**src/rtl/uart_pkg.sv**
```systemverilog
// Shared UART definitions: state encoding (common to uart_tx and uart_rx)
// and default frame-format constants.
package uart_pkg;

  // State encoding shared by transmitter and receiver.
  localparam logic [2:0] UART_IDLE   = 3'b000;
  localparam logic [2:0] UART_START  = 3'b001;
  localparam logic [2:0] UART_DATA   = 3'b010;
  localparam logic [2:0] UART_PARITY = 3'b011;
  localparam logic [2:0] UART_STOP   = 3'b100;

  typedef enum logic [2:0] {
    ST_IDLE   = UART_IDLE,
    ST_START  = UART_START,
    ST_DATA   = UART_DATA,
    ST_PARITY = UART_PARITY,
    ST_STOP   = UART_STOP
  } uart_state_t;

  // Default frame format: 4 data bits, 16 ticks per bit.
  localparam int UART_DATA_BITS         = 4;
  localparam int UART_TICKS_PER_DATABIT = 16;
  localparam int UART_STOP_BIT_TICKS    = 16;

  // Larger of two integers, used to size the shared tick counter.
  function automatic int max_int(input int a, input int b);
    return (a > b) ? a : b;
  endfunction

endpackage

```
**src/rtl/uart_rx_sync.sv**
```systemverilog
// Two-flop synchroniser for an asynchronous single-bit input.
// Both flops reset to RESET_LEVEL so an idle line produces no false edge.
module uart_rx_sync #(
  parameter logic RESET_LEVEL = 1'b1
) (
  input  logic clk,
  input  logic reset,
  input  logic d,
  output logic q
);

  logic meta;

  // Two-stage capture of the asynchronous input.
  always_ff @(posedge clk or posedge reset) begin
    if (reset) begin
      meta <= RESET_LEVEL;
      q    <= RESET_LEVEL;
    end else begin
      meta <= d;
      q    <= meta;
    end
  end

endmodule

```
**src/rtl/uart_rx.sv**
```systemverilog
// UART receiver: 1 start, DATA_BITS data (LSB first), 1 even parity, 1 stop.
// Samples mid-bit on the shared oversampling timer_tick and reports the word
// with a one-cycle rx_done_tick plus parity and framing status.
// Optional build macro UART_RX_MAJORITY_EN: each sample point takes the 2-of-3
// majority of rx_s on the ticks at count-2, count-1 and count.
module uart_rx
  import uart_pkg::*;
#(
  parameter int DATA_BITS         = UART_DATA_BITS,
  parameter int TICKS_PER_DATABIT = UART_TICKS_PER_DATABIT,
  parameter int STOP_BIT_TICKS    = UART_STOP_BIT_TICKS
) (
  input  logic                 clk,
  input  logic                 reset,
  input  logic                 rx,
  input  logic                 timer_tick,
  output logic                 baudrate_gen_en,
  output logic [DATA_BITS-1:0] rx_dout,
  output logic                 rx_done_tick,
  output logic                 parity_err,
  output logic                 frame_err
);

  localparam int TW = $clog2(max_int(TICKS_PER_DATABIT, STOP_BIT_TICKS)) + 1;
  localparam int BW = $clog2(DATA_BITS) + 1;
  localparam int IW = $clog2(DATA_BITS);

  localparam logic [TW-1:0] START_MID    = TW'(TICKS_PER_DATABIT / 2 - 1);
  localparam logic [TW-1:0] BIT_LAST     = TW'(TICKS_PER_DATABIT - 1);
  localparam logic [TW-1:0] STOP_LAST    = TW'(STOP_BIT_TICKS - 1);
  localparam logic [BW-1:0] BIT_CNT_LAST = BW'(DATA_BITS - 1);

  uart_state_t          state;
  logic [TW-1:0]        tick_cnt;
  logic [BW-1:0]        bit_cnt;
  logic [DATA_BITS-1:0] shift_reg;
  logic                 par_bit;
  logic                 rx_s;
  logic                 sample;

  uart_rx_sync #(
    .RESET_LEVEL (1'b1)
  ) u_sync (
    .clk   (clk),
    .reset (reset),
    .d     (rx),
    .q     (rx_s)
  );

`ifdef UART_RX_MAJORITY_EN
  logic [1:0] hist;

  // Keep the synchronised line value from the two most recent ticks.
  always_ff @(posedge clk or posedge reset) begin
    if (reset) begin
      hist <= 2'b11;
    end else if (timer_tick) begin
      hist <= {hist[0], rx_s};
    end
  end

  assign sample = (hist[1] & hist[0]) | (hist[1] & rx_s) | (hist[0] & rx_s);
`else
  assign sample = rx_s;
`endif

  // The generator only needs to run while a frame is in progress.
  assign baudrate_gen_en = (state != ST_IDLE);

  // Frame sequencer, tick/bit counters, deserialiser and registered outputs.
  always_ff @(posedge clk or posedge reset) begin
    if (reset) begin
      state        <= ST_IDLE;
      tick_cnt     <= '0;
      bit_cnt      <= '0;
      shift_reg    <= '0;
      par_bit      <= 1'b0;
      rx_dout      <= '0;
      rx_done_tick <= 1'b0;
      parity_err   <= 1'b0;
      frame_err    <= 1'b0;
    end else begin
      rx_done_tick <= 1'b0;
      case (state)
        ST_IDLE: begin
          tick_cnt <= '0;
          bit_cnt  <= '0;
          if (!rx_s) begin
            state <= ST_START;
          end
        end
        ST_START: begin
          if (timer_tick) begin
            if (tick_cnt == START_MID) begin
              tick_cnt <= '0;
              bit_cnt  <= '0;
              state    <= sample ? ST_IDLE : ST_DATA;
            end else begin
              tick_cnt <= tick_cnt + 1'b1;
            end
          end
        end
        ST_DATA: begin
          if (timer_tick) begin
            if (tick_cnt == BIT_LAST) begin
              tick_cnt                 <= '0;
              shift_reg[bit_cnt[IW-1:0]] <= sample;
              if (bit_cnt == BIT_CNT_LAST) begin
                bit_cnt <= '0;
                state   <= ST_PARITY;
              end else begin
                bit_cnt <= bit_cnt + 1'b1;
              end
            end else begin
              tick_cnt <= tick_cnt + 1'b1;
            end
          end
        end
        ST_PARITY: begin
          if (timer_tick) begin
            if (tick_cnt == BIT_LAST) begin
              tick_cnt <= '0;
              par_bit  <= sample;
              state    <= ST_STOP;
            end else begin
              tick_cnt <= tick_cnt + 1'b1;
            end
          end
        end
        ST_STOP: begin
          if (timer_tick) begin
            if (tick_cnt == STOP_LAST) begin
              tick_cnt     <= '0;
              rx_dout      <= shift_reg;
              parity_err   <= par_bit ^ (^shift_reg);
              frame_err    <= ~sample;
              rx_done_tick <= 1'b1;
              state        <= ST_IDLE;
            end else begin
              tick_cnt <= tick_cnt + 1'b1;
            end
          end
        end
        default: begin
          tick_cnt <= '0;
          bit_cnt  <= '0;
          state    <= ST_IDLE;
        end
      endcase
    end
  end

endmodule
```
**config.mk**
```make
export PLATFORM = sky130hd
export DESIGN_NAME = uart_rx
export DESIGN_NICKNAME = d
export VERILOG_FILES = /design/src/rtl/uart_pkg.sv /design/src/rtl/uart_rx_sync.sv /design/src/rtl/uart_rx.sv
export SDC_FILE = /design/constraint.sdc
export NUM_CORES = 1
export LEC_CHECK = 0
export BUFFER_PORTS_ARGS = -buffer_cell sky130_fd_sc_hd__buf_4
export CORE_ASPECT_RATIO = 0.7
export CORE_MARGIN = 8
export CORE_UTILIZATION = 35
export CTS_BUF_LIST = sky130_fd_sc_hd__clkbuf_8 sky130_fd_sc_hd__clkbuf_16
export DETAILED_ROUTE_END_ITERATION = 10
export MAX_ROUTING_LAYER = met4
export REMOVE_ABC_BUFFERS = 1
export SETUP_SLACK_MARGIN = 0.15
export SYNTH_ARGS = -nofsm -noshare
export SYNTH_HDL_FRONTEND = slang
export SYNTH_SLANG_ARGS = --single-unit
```
**constraint.sdc**
```tcl
create_clock -name clk -period 2.1 [get_ports clk]
set_clock_uncertainty 0.15 [all_clocks]
set_input_delay 0.105 -clock clk [delete_from_list [all_inputs] [get_ports clk]]
set_output_delay 0.105 -clock clk [all_outputs]
set_load 0.005 [all_outputs]
```
# Word level (Yosys, flattened, before mapping)
# Cells that the tools add are included.
[op_classes]
reduce_logical = 12
order_cmp = 2
n_eq_ne = 18
add_sub_neg = 2
n_bitwise = 3
muxes = 29
[ops]
columns = ["operator", "count"]
rows = [
  ["$mux W3", 15],
  ["$mux W5", 4],
  ["$ne A2 B2 Y1 const B", 10],
  ["$pmux W3 S5", 1],
  ["$pmux W5 S2", 1],
  ["$reduce_and A10 Y1", 1],
  ["$eq A3 B2 Y1 const B", 3],
  ["$pmux W3 S3", 1],
  ["$reduce_and A3 Y1", 3],
  ["$add A5 B1 Y5 const B", 1],
  ["$eq A5 B3 Y1 const B", 1],
  ["$eq A5 B4 Y1 const B", 1],
  ["$reduce_and A5 Y1", 1],
  ["$bwmux W4", 1],
  ["$mux W1", 4],
  ["$reduce_xor A4 Y1", 1],
  ["$add A3 B1 Y3 const B", 1],
  ["$eq A3 B1 Y1 const B", 1],
  ["$eq A3 B3 Y1 const B", 1],
  ["$logic_not A3 Y1", 1],
  ["$lt A2 B3 Y1 const B", 1],
  ["$reduce_bool A3 Y1", 1],
  ["$reduce_or A3 Y1", 1],
  ["$demux W1 S2", 1],
  ["other kinds (8)", 9],
]
[totals]
output_inout_bits = 8
ff_bits = 25

# Longest topological paths before layout
[depth]
word_depth = 5
ltp_mapped = 7
ltp_nobuf = 7

# Modules after synthesis
# From an unflattened synthesis, not the netlist that was laid out.
[hier_totals]
cells_unflattened = 120
area_unflattened_um2 = 1331.3
[by_module_without_submodules]
columns = ["module", "area_per_inst_um2", "instances", "cells_each", "seq_area_each_um2"]
rows = [
  ["uart_rx", 1275.0, 1, 117, 575.6],
  ["uart_rx_sync", 56.3, 1, 3, 52.6],
]

# Least setup slack after synthesis
# OpenSTA, ideal clock, no wires.
[synth_path]
kind = "register to register"
startpoint = "register tick_cnt[0]"
endpoint = "register shift_reg[0]"
n_path_buf = 1
arrival_ns = 1.559
setup_ns = 0.125
path_slack_ns = 0.267
stages_incl_launch_ff = 7
t_required_ns = 1.825
path_cell_list = "dfrtp_1 > ha_1 > and4b_1 > buf_4 > and4bb_2 > nand2_1 > mux2_2"
[synth_between]
elab_chain_cells = 2
[synth_rtl]
columns = ["element", "line", "text"]
rows = [
  ["from (decl)", "uart_rx.sv:34", "logic [TW-1:0] tick_cnt;"],
  ["from (signal assigned)", "uart_rx.sv:99", "tick_cnt <= tick_cnt + 1'b1;"],
  ["from (signal assigned)", "uart_rx.sv:115", "tick_cnt <= tick_cnt + 1'b1;"],
  ["from (signal assigned)", "uart_rx.sv:126", "tick_cnt <= tick_cnt + 1'b1;"],
  ["$eq A5 B4 Y1", "uart_rx.sv:105", "if (tick_cnt == BIT_LAST) begin"],
  ["$reduce_and A3 Y1 (no source line)", "n/a", ""],
  ["to (signal, indexed assignment)", "uart_rx.sv:107", "shift_reg[bit_cnt[IW-1:0]] <= sample;"],
  ["to (decl)", "uart_rx.sv:36", "logic [DATA_BITS-1:0] shift_reg;"],
]
# Every way passes these cells.
# A chain may end at the register's enable or synchronous reset.

# Final worst setup path
[layout_path]
startpoint = "register tick_cnt[0]"
endpoint = "register shift_reg[1]"
# Same word-level chain as after synthesis.

==> out/metrics.csv <==
stage;metric;value;unit
placed_design;routability cong.;0.858;
power_and_ir_drop;cell leakage power;0.714;nW
critical_path;Arr. time, crit path;1.92;ns
clock_tree;worst skew pair latency;0.26;ns
timing;unrepaired setup endpoints after global routing;yes;
critical_path;worst path required time;2.11;ns
global_routing;Total GRT Usage;8.78;%
clock_tree;H-tree levels;1;
yosys;syn avg cell area;10.9;µm²
critical_path;CP Launch Type;flop;
layout;Layout area overhead;17.7;%
clock_tree;CTS tree;done;
timing;Tcrit/Tclk final;91.0;%
power_and_ir_drop;Overall Power;1.26;mW
detailed_routing;Detailed Routing Iterations Pass 1;4;
yosys;synth unique cells;39;
layout;number of diodes;0;
critical_path;slowest stage delay, CP;0.43;ns
clock_tree;Reg clk slew, reported paths;0.09;ns
power_and_ir_drop;Net Sw Frac;33.7;%
detailed_routing;DRT iter0 DRCs;119;
worst_hold_path;hold path depth;4;
critical_path;Critical Path End Type;flop;
timing;Finish-stage setup viols;0;
die;number of core rows;19;
detailed_routing;via count;936;
placed_design;HPWL after detailed placement;1.86;mm
yosys;Mapped Area;0.00135;mm²
detailed_routing;DRC Markers;0;
layout;final core occ;41.6;%
critical_path;Worst R2R Setup Slack;0.19;ns
critical_path;critical path's slowest cell;dfrtp_1;
die;total die area;0.00611;mm²
layout;fin nets;152;
clock_tree;CTS root buf;clkbuf_8;
timing;sum of negative setup slack;0;ns
timing;f_max;523;MHz
critical_path;Max FO, Critical Path;7;
power_and_ir_drop;Psw;0.424;mW
clock_tree;CTS max path bufs;2;
placed_design;placed cells;186;
critical_path;reg2reg path depth;5;
power_and_ir_drop;Internal;0.835;mW
global_routing;Overflow after GRT;0;
global_routing;first-pass GRT wire length;4.24;mm
clock_tree;post-CTS setup buffers;0;
timing;worst-margin pin slew;0.326;ns
critical_path;CP Class;reg2reg;
timing;Pins Over Slew Limit;0;
layout;max reg flops;5;
die;Ports;12;
timing;Tmin final;1.91;ns
critical_path;Setup crit start;tick_cnt[0];
yosys;FF+latch count, synth;25;
yosys;Syn Inst Count;123;
detailed_routing;Avg WL per Cell;12.8;µm
die;core area;0.00380;mm²
global_routing;largest net degree at the start of global routing;26;
global_routing;vias in the first global route;921;
power_and_ir_drop;maximum vdd drop;0.000291;V
layout;fin cells;192;
die;Starting Density;35.4;%
die;Chip Width;90.1;µm
yosys;fraction of the yosys area taken by sequential cells;46.7;%
critical_path;crit-path cells;ha_1 -> and4b_2 -> and4bb_2 -> nand2_1 -> mux2_2;
detailed_routing;final WL;2.46;mm
timing;Rel. slew slack;78.2;%
layout;share of cells above drive strength 1;30.0;%
status;status;complete, no violations;
flow_run;max_cap viols;0;
die;die height;67.9;µm
power_and_ir_drop;Pwr Density;796;mW/mm²
critical_path;RR Startpoint;tick_cnt[0];
global_routing;number of antenna violations at the first check in global routing;0;
power_and_ir_drop;combinational fraction of design power;28.4;%
clock_tree;Sink Count;25;
yosys;yosys synthesis warning count;0;
worst_hold_path;Hold Crit Class;in2reg;
power_and_ir_drop;sequential share of power;48.5;%
power_and_ir_drop;Clk pwr share;23.1;%
clock_tree;number of buffers created by CTS;3;
detailed_routing;post-route ant nets;0;
placed_design;IO buf count;11;
worst_hold_path;hold wc startpoint;timer_tick;
timing;final hold violations;0;
detailed_routing;DR vias/cell;4.88;
[final cells by class]
type | instances | area, µm²
Timing Repair Buffer | 18 | 140
Fill cell | 368 | 2220
Clock inverter | 1 | 7.51
Multi-Input combinational cell | 87 | 677
Inverter | 6 | 22.5
Tap cell | 52 | 65.1
Sequential cell | 25 | 629
Clock buffer | 3 | 41.3
[power groups by stage]
stage	Clock (mW)	Combinational (mW)	Sequential [mW]
6_report	0.291	0.357	0.611
5_1_grt	0.319	0.404	0.621
4_1_cts	0.299	0.356	0.607
3_5_place_dp	0	0.351	0.616
3_3_place_gp	0	0.345	0.612
2_1_floorplan	0	0.234	0.621
[stage by stage]
| stage | hold slack [ns] | setup WS, ns | cell area [µm²] |
|---|---|---|---|
| floorplan | -0.0405 | 0.326 | 1320 |
| global placement | 0.0295 | 0.239 | 1510 |
| detailed placement | 0.0321 | 0.170 | 1510 |
| CTS | 0.114 | 0.166 | 1570 |
| global route | 0.149 | 0.126 | 1580 |
| finish | 0.117 | 0.189 | 1580 |
[final timing paths]
kind | to
setup / recovery | shift_reg[1]
hold reg to reg | u_sync.q
hold / removal | tick_cnt[3]
max in group asynchronous | u_sync.meta
min in group asynchronous | frame_err
setup reg to reg | shift_reg[1]
[cell families after synthesis]
kind of cell,share of synthesized area [%]
AOI/OAI and AO/OA,11.8
xor gates and xnor gates,3.26
adders and majority gates,6.51
buffers and inverters,3.54
DFF,46.7
muxes,11.4
and+or+nand+nor,16.7
[Yosys cell counts]
master,instances,share of area (%)
dfrtp_1,23,43
nand2_1,13,3.6
mux2_2,11,9.2
ha_1,7,6.5
inv_1,6,1.7
o21ai_0,6,2.2
nand3_1,5,1.9
nor2_1,5,1.4
xnor2_1,4,2.6
a21oi_1,3,1.1
mux2i_1,3,2.2
nor3_1,3,1.1
a21boi_0,2,1.1
buf_2,2,0.74
clkbuf_1,2,0.56
dfstp_2,2,3.9
nand2b_1,2,0.93
o31ai_1,2,1.1
or3_1,2,0.93
a22oi_1,1,0.56
a311oi_1,1,0.65
and2_4,1,0.65
and3_1,1,0.47
and4b_1,1,0.74
and4bb_2,1,0.93
buf_4,1,0.56
nand4_1,1,0.47
nor2b_1,1,0.47
nor4_1,1,0.47
nor4bb_1,1,0.74
o211a_4,1,1.3
o211ai_1,1,0.56
o21bai_1,1,0.56
o311ai_4,1,2.0
o41ai_1,1,0.65
or2_1,1,0.47
or3b_2,1,0.65
or3b_4,1,0.84
xor2_1,1,0.65
[layer usage]
| layer | GRT usage [%] | wire (µm) | part of all wire [%] |
|---|---|---|---|
| met1 | 11.1 | 1220 | 50 |
| met2 | 13.4 | 1100 | 45 |
| met3 | 1.75 | 102 | 4.2 |
| met4 | 4.12 | 34 | 1.4 |
| met5 | - | 0 | 0 |
[placed cells by master (no fill, tap or decap), types with 2 or more instances in the layout]
cell / count
dfrtp_1: 22
buf_4: 16
nand2_1: 13
mux2_2: 11
ha_1: 7
o21ai_0: 6
inv_1: 6
nand3_1: 5
nor2_1: 5
xnor2_1: 4
mux2i_1: 3
nor3_1: 3
a21oi_1: 3
clkbuf_8: 3
nand2b_1: 2
or3_1: 2
a21boi_0: 2
o31ai_1: 2
dlygate4sd3_1: 2
dfstp_2: 2
[critical path: cells and delay by family, from the launching register on]
kind,cells,cell delay [ns]
simple gates,3,0.66
fa+ha+maj,1,0.22
mux,1,0.33
flops,1,0.43
[what timing repair did]
action | CTS | global route
endpoints found under the hold margin | 24 | 0
resized for setup | 0 | 3
setup endpoints to repair | 0 | 14
hold buffers | 2 | 0
No activity file was read; power rests on OpenSTA's default activity.
